File: src/rtl/pipe_hazard_ctrl.sv
// Y86-64 pipeline control: stall/bubble generation, run state and sticky status.
// Define PIPE_HAZARD_CTRL_PERF_EN to implement the saturating performance counters.
module pipe_hazard_ctrl #(
    parameter int unsigned CNT_W = 32
) (
    input  logic             clk,
    input  logic             rst,
    input  logic [3:0]       D_icode,
    input  logic [3:0]       d_srcA,
    input  logic [3:0]       d_srcB,
    input  logic [3:0]       E_icode,
    input  logic [3:0]       E_dstM,
    input  logic             e_cnd,
    input  logic [3:0]       M_icode,
    input  logic [2:0]       m_stat,
    input  logic [2:0]       W_stat,
    output logic             F_stall,
    output logic             D_stall,
    output logic             W_stall,
    output logic             D_bubble,
    output logic             E_bubble,
    output logic             M_bubble,
    output logic             set_cc_en,
    output logic [1:0]       run_state,
    output logic [2:0]       proc_status,
    output logic             done,
    output logic [CNT_W-1:0] cycle_cnt,
    output logic [CNT_W-1:0] stall_cnt,
    output logic [CNT_W-1:0] bubble_cnt
);

    localparam logic [3:0] IJXX    = 4'h7;
    localparam logic [3:0] IRET    = 4'h9;
    localparam logic [3:0] IMRMOVQ = 4'h5;
    localparam logic [3:0] IPOPQ   = 4'hB;
    localparam logic [3:0] RNONE   = 4'hF;
    localparam logic [2:0] SAOK    = 3'd1;
    localparam logic [2:0] SINS    = 3'd4;

    typedef enum logic [1:0] {
        StRun    = 2'd0,
        StDrain  = 2'd1,
        StHalted = 2'd2
    } state_e;

    state_e     state_q, state_d;
    logic [2:0] status_q, status_d;
    logic [1:0] timer_q, timer_d;

    logic lu, mp, rt;
    logic w_bad, m_bad;

    always_comb begin
        lu = ((E_icode == IMRMOVQ) || (E_icode == IPOPQ)) && (E_dstM != RNONE) &&
             ((E_dstM == d_srcA) || (E_dstM == d_srcB));
        mp = (E_icode == IJXX) && !e_cnd;
        rt = (D_icode == IRET) || (E_icode == IRET) || (M_icode == IRET);
        w_bad = (W_stat != SAOK);
        m_bad = (m_stat != SAOK);
    end

    always_comb begin
        F_stall   = 1'b0;
        D_stall   = 1'b0;
        W_stall   = 1'b0;
        D_bubble  = 1'b0;
        E_bubble  = 1'b0;
        M_bubble  = 1'b0;
        set_cc_en = 1'b0;
        if (rst) begin
            // Flush every stage while reset is held.
            D_bubble = 1'b1;
            E_bubble = 1'b1;
            M_bubble = 1'b1;
        end else begin
            case (state_q)
                StRun: begin
                    F_stall   = (lu || rt) && !mp;
                    D_stall   = lu;
                    D_bubble  = mp || (rt && !lu);
                    E_bubble  = mp || lu;
                    set_cc_en = !m_bad && !w_bad;
                end
                StDrain: begin
                    F_stall  = 1'b1;
                    D_stall  = 1'b1;
                    M_bubble = 1'b1;
                end
                default: begin
                    F_stall  = 1'b1;
                    D_stall  = 1'b1;
                    W_stall  = 1'b1;
                    E_bubble = 1'b1;
                    M_bubble = 1'b1;
                end
            endcase
        end
    end

    always_comb begin
        state_d  = state_q;
        status_d = status_q;
        timer_d  = timer_q;
        case (state_q)
            StRun: begin
                timer_d = 2'd0;
                if (w_bad) begin
                    state_d  = StHalted;
                    status_d = W_stat;
                end else if (m_bad) begin
                    state_d = StDrain;
                end
            end
            StDrain: begin
                if (w_bad) begin
                    state_d  = StHalted;
                    status_d = W_stat;
                    timer_d  = 2'd0;
                end else if (timer_q == 2'd2) begin
                    // Faulting instruction never reached W: protocol failure.
                    state_d  = StHalted;
                    status_d = SINS;
                    timer_d  = 2'd0;
                end else begin
                    timer_d = timer_q + 2'd1;
                end
            end
            StHalted: ;
            default: state_d = StRun;
        endcase
    end

    always_ff @(posedge clk) begin
        if (rst) begin
            state_q  <= StRun;
            status_q <= SAOK;
            timer_q  <= 2'd0;
        end else begin
            state_q  <= state_d;
            status_q <= status_d;
            timer_q  <= timer_d;
        end
    end

    assign run_state   = state_q;
    assign proc_status = status_q;
    assign done        = (state_q == StHalted);

`ifdef PIPE_HAZARD_CTRL_PERF_EN
    localparam logic [CNT_W-1:0] CntMax = {CNT_W{1'b1}};

    logic [CNT_W-1:0] cycle_q, stall_q, bubble_q;

    always_ff @(posedge clk) begin
        if (rst) begin
            cycle_q  <= '0;
            stall_q  <= '0;
            bubble_q <= '0;
        end else begin
            if ((state_q != StHalted) && (cycle_q != CntMax)) begin
                cycle_q <= cycle_q + 1'b1;
            end
            if ((state_q == StRun) && F_stall && (stall_q != CntMax)) begin
                stall_q <= stall_q + 1'b1;
            end
            if ((state_q == StRun) && (D_bubble || E_bubble) && (bubble_q != CntMax)) begin
                bubble_q <= bubble_q + 1'b1;
            end
        end
    end

    assign cycle_cnt  = cycle_q;
    assign stall_cnt  = stall_q;
    assign bubble_cnt = bubble_q;
`else
    assign cycle_cnt  = '0;
    assign stall_cnt  = '0;
    assign bubble_cnt = '0;
`endif

endmodule

File: config.mk
export PLATFORM = sky130hd
export DESIGN_NAME = pipe_hazard_ctrl
export DESIGN_NICKNAME = d
export VERILOG_FILES = /design/src/rtl/pipe_hazard_ctrl.sv
export SDC_FILE = /design/constraint.sdc
export NUM_CORES = 1
export LEC_CHECK = 0
export CORE_UTILIZATION = 28
export CTS_CLUSTER_SIZE = 8
export DETAILED_ROUTE_END_ITERATION = 12
export PLACE_DENSITY = 0.77
export RECOVER_POWER = 50
export SLEW_MARGIN = 20
export SYNTH_ARGS = -nofsm -noshare
export SYNTH_HDL_FRONTEND = slang
export SYNTH_SLANG_ARGS = --single-unit
File: constraint.sdc
create_clock -name clk -period 1.2 [get_ports clk]
set_input_delay 0.12 -clock clk [delete_from_list [all_inputs] [get_ports clk]]
set_output_delay 0.12 -clock clk [all_outputs]
set_load 0.01 [all_outputs]
==> results.sh <==
export IMPL_maxCapViolCount=0
export IMPL_top_layer_used="met4"
export IMPL_period_minus_slack_ns=1.417
export IMPL_drt_initial_drc_count=26
export IMPL_hpwl_um=2103
export IMPL_worst_path_largest_cell_delay_ns=0.34
export IMPL_fin_crit_sh_pct=118.1
export IMPL_ys_warn_count=0
export IMPL_final_setup_viol_count=6
export IMPL_grt_total_usage_pct=9.876
export IMPL_synthCells=166
export IMPL_syn_to_final_growth_pct=33.75
export IMPL_clk_pin_slew_ns=0.05
export IMPL_powerDensity_mw_per_mm2=651.1
export IMPL_crit_arrival_ns=1.30
export IMPL_end_kind="primary output"
export IMPL_grt_antenna_before_repair=0
export IMPL_status="complete, but fails checks"
export IMPL_via_count=1064
export IMPL_dieArea_mm2=0.004910
export IMPL_dr_pass1_iters=4
export IMPL_cp_required_ns=1.08
export IMPL_cp_max_fo=3
export IMPL_netlist_area_mm2=0.001297
export IMPL_cts_buffers=3
export IMPL_num_rows=24
export IMPL_path_cells="buf_6 -> xor2_2 -> nor4_2 -> buf_4 -> o211ai_4 -> o311a_1 -> buf_2"
export IMPL_pre_cts_slack_ns=-0.9182
export IMPL_nFillCells=461
export IMPL_cp_slowest_cell="nor4_2"
export IMPL_startpoint_type="input port"
export IMPL_place_gp_congestion=0.7129
export IMPL_clockBufferDepth=2
export IMPL_synth_flop_cell="dfxtp_1"
export IMPL_ant_nets=0
export IMPL_grt_ovfl_total=0
export IMPL_totalWireLength_um=2672
export IMPL_antenna_cells=0
export IMPL_skew_ns=0.005813
export IMPL_clkSinkCount=7
export IMPL_synthArstFlopShare_pct=0
export IMPL_start_util_pct=29.39
export IMPL_syn_avg_cell_area_um2=7.816
export IMPL_postCtsHoldBufs=0
export IMPL_synth_edf_count=0
export IMPL_fin_total_pwr_uw=1130
export IMPL_fin_ws_ns=-0.2173
export IMPL_grt_max_degree=6
export IMPL_drive_gt1_share_pct=31.62
export IMPL_drv_slew=0
export IMPL_ctsRootBufferMaster="clkbuf_8"
export IMPL_fmax_mhz=705.6
export IMPL_drc=0
export IMPL_die_y_um=70.07
export IMPL_rsz0062_at_grt="yes"
export IMPL_worst_setup_path_type="input port to primary output"
export IMPL_clkLatencyLatePin_ns=0.23
export IMPL_cts_tree="built"
export IMPL_port_buffers=45
export IMPL_met1_length_um=913
export IMPL_htree_levels=1
export IMPL_hp_class="input port to flip-flop"
export IMPL_met2_length_um=1502
export IMPL_route_met3_wl_um=234
export IMPL_viasPerCell=3.720
export IMPL_finalHoldViolCount=0
export IMPL_synth_seq_cells=7
export IMPL_core_area_mm2=0.004414
export IMPL_grt_pass1_wl_um=3960
export IMPL_synth_seq_area_share_pct=10.80
export IMPL_fin_area_mm2=0.001735
export IMPL_grt_pass1_vias=860
export IMPL_place_area_mm2=0.001575
export IMPL_ir_worst_vdd_mv=0.2416
export IMPL_violations="setup timing"
export IMPL_yosysUniqueCellTypes=35
export IMPL_chipWidth_um=70.07
export IMPL_p_leak_uw=0.0009447
export IMPL_io_pin_count=142
export IMPL_final_net_count=268
export IMPL_wl_per_cell_um=9.343
[cell usage in the layout (no fill, tap or decap), drive strengths merged]
cell type and instances:
and4 1, nor4bb 3, and2b 1, o311ai 1, a211oi 2, nor2 7, or3 2, nand4b 2
o221ai 1, nand3b 1, clkbuf 5, inv 4, xor2 8, o211a 1, nor2b 2, o211ai 2
buf 47, conb 96, nor3 3, clkdlybuf4s15 5, a21oi 2, dfxtp 7, o311a 1, and3b 1
dlygate4sd2 10, nor3b 3, nor4 2, mux2i 1, nand2 5, nand2b 1, nand4 1, clkdlybuf4s50 4
o21ai 1, a22oi 1
[critical path, delay by kind of cell]
kind            cells  cell delay (ns)
buf+inv             3             0.44
simple gates        1             0.34
compound gates      2             0.24
xor+xnor            1             0.17
[per-layer routing]
metal  GRT usage, %  up-vias
met5              0        -
met4          2.667        0
met3          1.587        2
met2          18.91      101
met1          11.12      473
li1               -      488
[state kept, by name, summed over array words and instances, names as in the netlist]
register     count
proc_status      3
timer_q          2
run_state        2
[kinds of logic (layout without fill, tap and decap cells)]
kind of cell    count (synthesis)  count (layout)  share of synthesized area, %
compound gates                 12              12                         7.618
xor+xnor                        8               8                         5.400
buf+inv                       102              75                         57.38
flops                           7               7                         10.80
mux                             1               1                        0.7715
other cells                     1              96                        0.2890
simple gates                   35              35                         17.74
[Yosys cell counts, types with 2 or more instances]
master	instances	area (um2)
nand2_1	5	18.77
nand4b_1	2	17.52
nor2b_1	2	12.51
or3_1	2	12.51
nor4bb_1	3	30.03
inv_1	4	15.01
nor3b_1	2	15.01
buf_4	96	720.7
xor2_1	8	70.07
nor3_1	3	15.01
a211oi_1	2	15.01
dfxtp_1	7	140.1
nor2_1	7	26.28
nor4_2	2	25.02
[per-stage QoR]
| stage | instances | setup TNS (ns) | util, % | hold WS [ns] |
|---|---|---|---|---|
| after detailed placement | 277 | -6.272 | 35.69 | 0.4937 |
| final | 286 | -0.9890 | 39.31 | 0.3842 |
| after global placement | 277 | -6.276 | 35.69 | 0.4664 |
| after floorplan | 261 | 0 | - | 0.2672 |
| after CTS | 286 | -0.8855 | 37.84 | 0.3858 |
| after global routing | 286 | -1.368 | 39.31 | 0.4237 |
[worst paths after layout]
check	from	endpoint	slack, ns	cells after the start
hold / removal	W_stat[2]	proc_status[2]	0.38	3
setup / recovery	d_srcA[2]	D_bubble	-0.22	7
setup reg to reg	run_state[1]	timer_q[0]	0	6
hold reg to reg	proc_status[1]	proc_status[1]	0.50	2
[cell type report]
| type | count | area [um2] | area share [%] |
|---|---|---|---|
| Inverter | 4 | 15.01 | 0.8652 |
| Sequential cell | 7 | 145.1 | 8.363 |
| Tap cell | 52 | 65.06 | 3.749 |
| Clock buffer | 4 | 45.04 | 2.596 |
| Multi-Input combinational cell | 152 | 910.9 | 52.49 |
| Timing Repair Buffer | 67 | 554.3 | 31.94 |
[repair_timing]
item,in CTS,in global routing
endpoints found under the setup margin,17,10
pin swaps,21,4
setup buffers,5,0
resized for setup,149,13
[report_power, final]
group | switching [uW] | internal, uW
sequential | 10.3 | 246
combinational | 303 | 230
clock | 110 | 231
(Power assumes the default switching activity.)
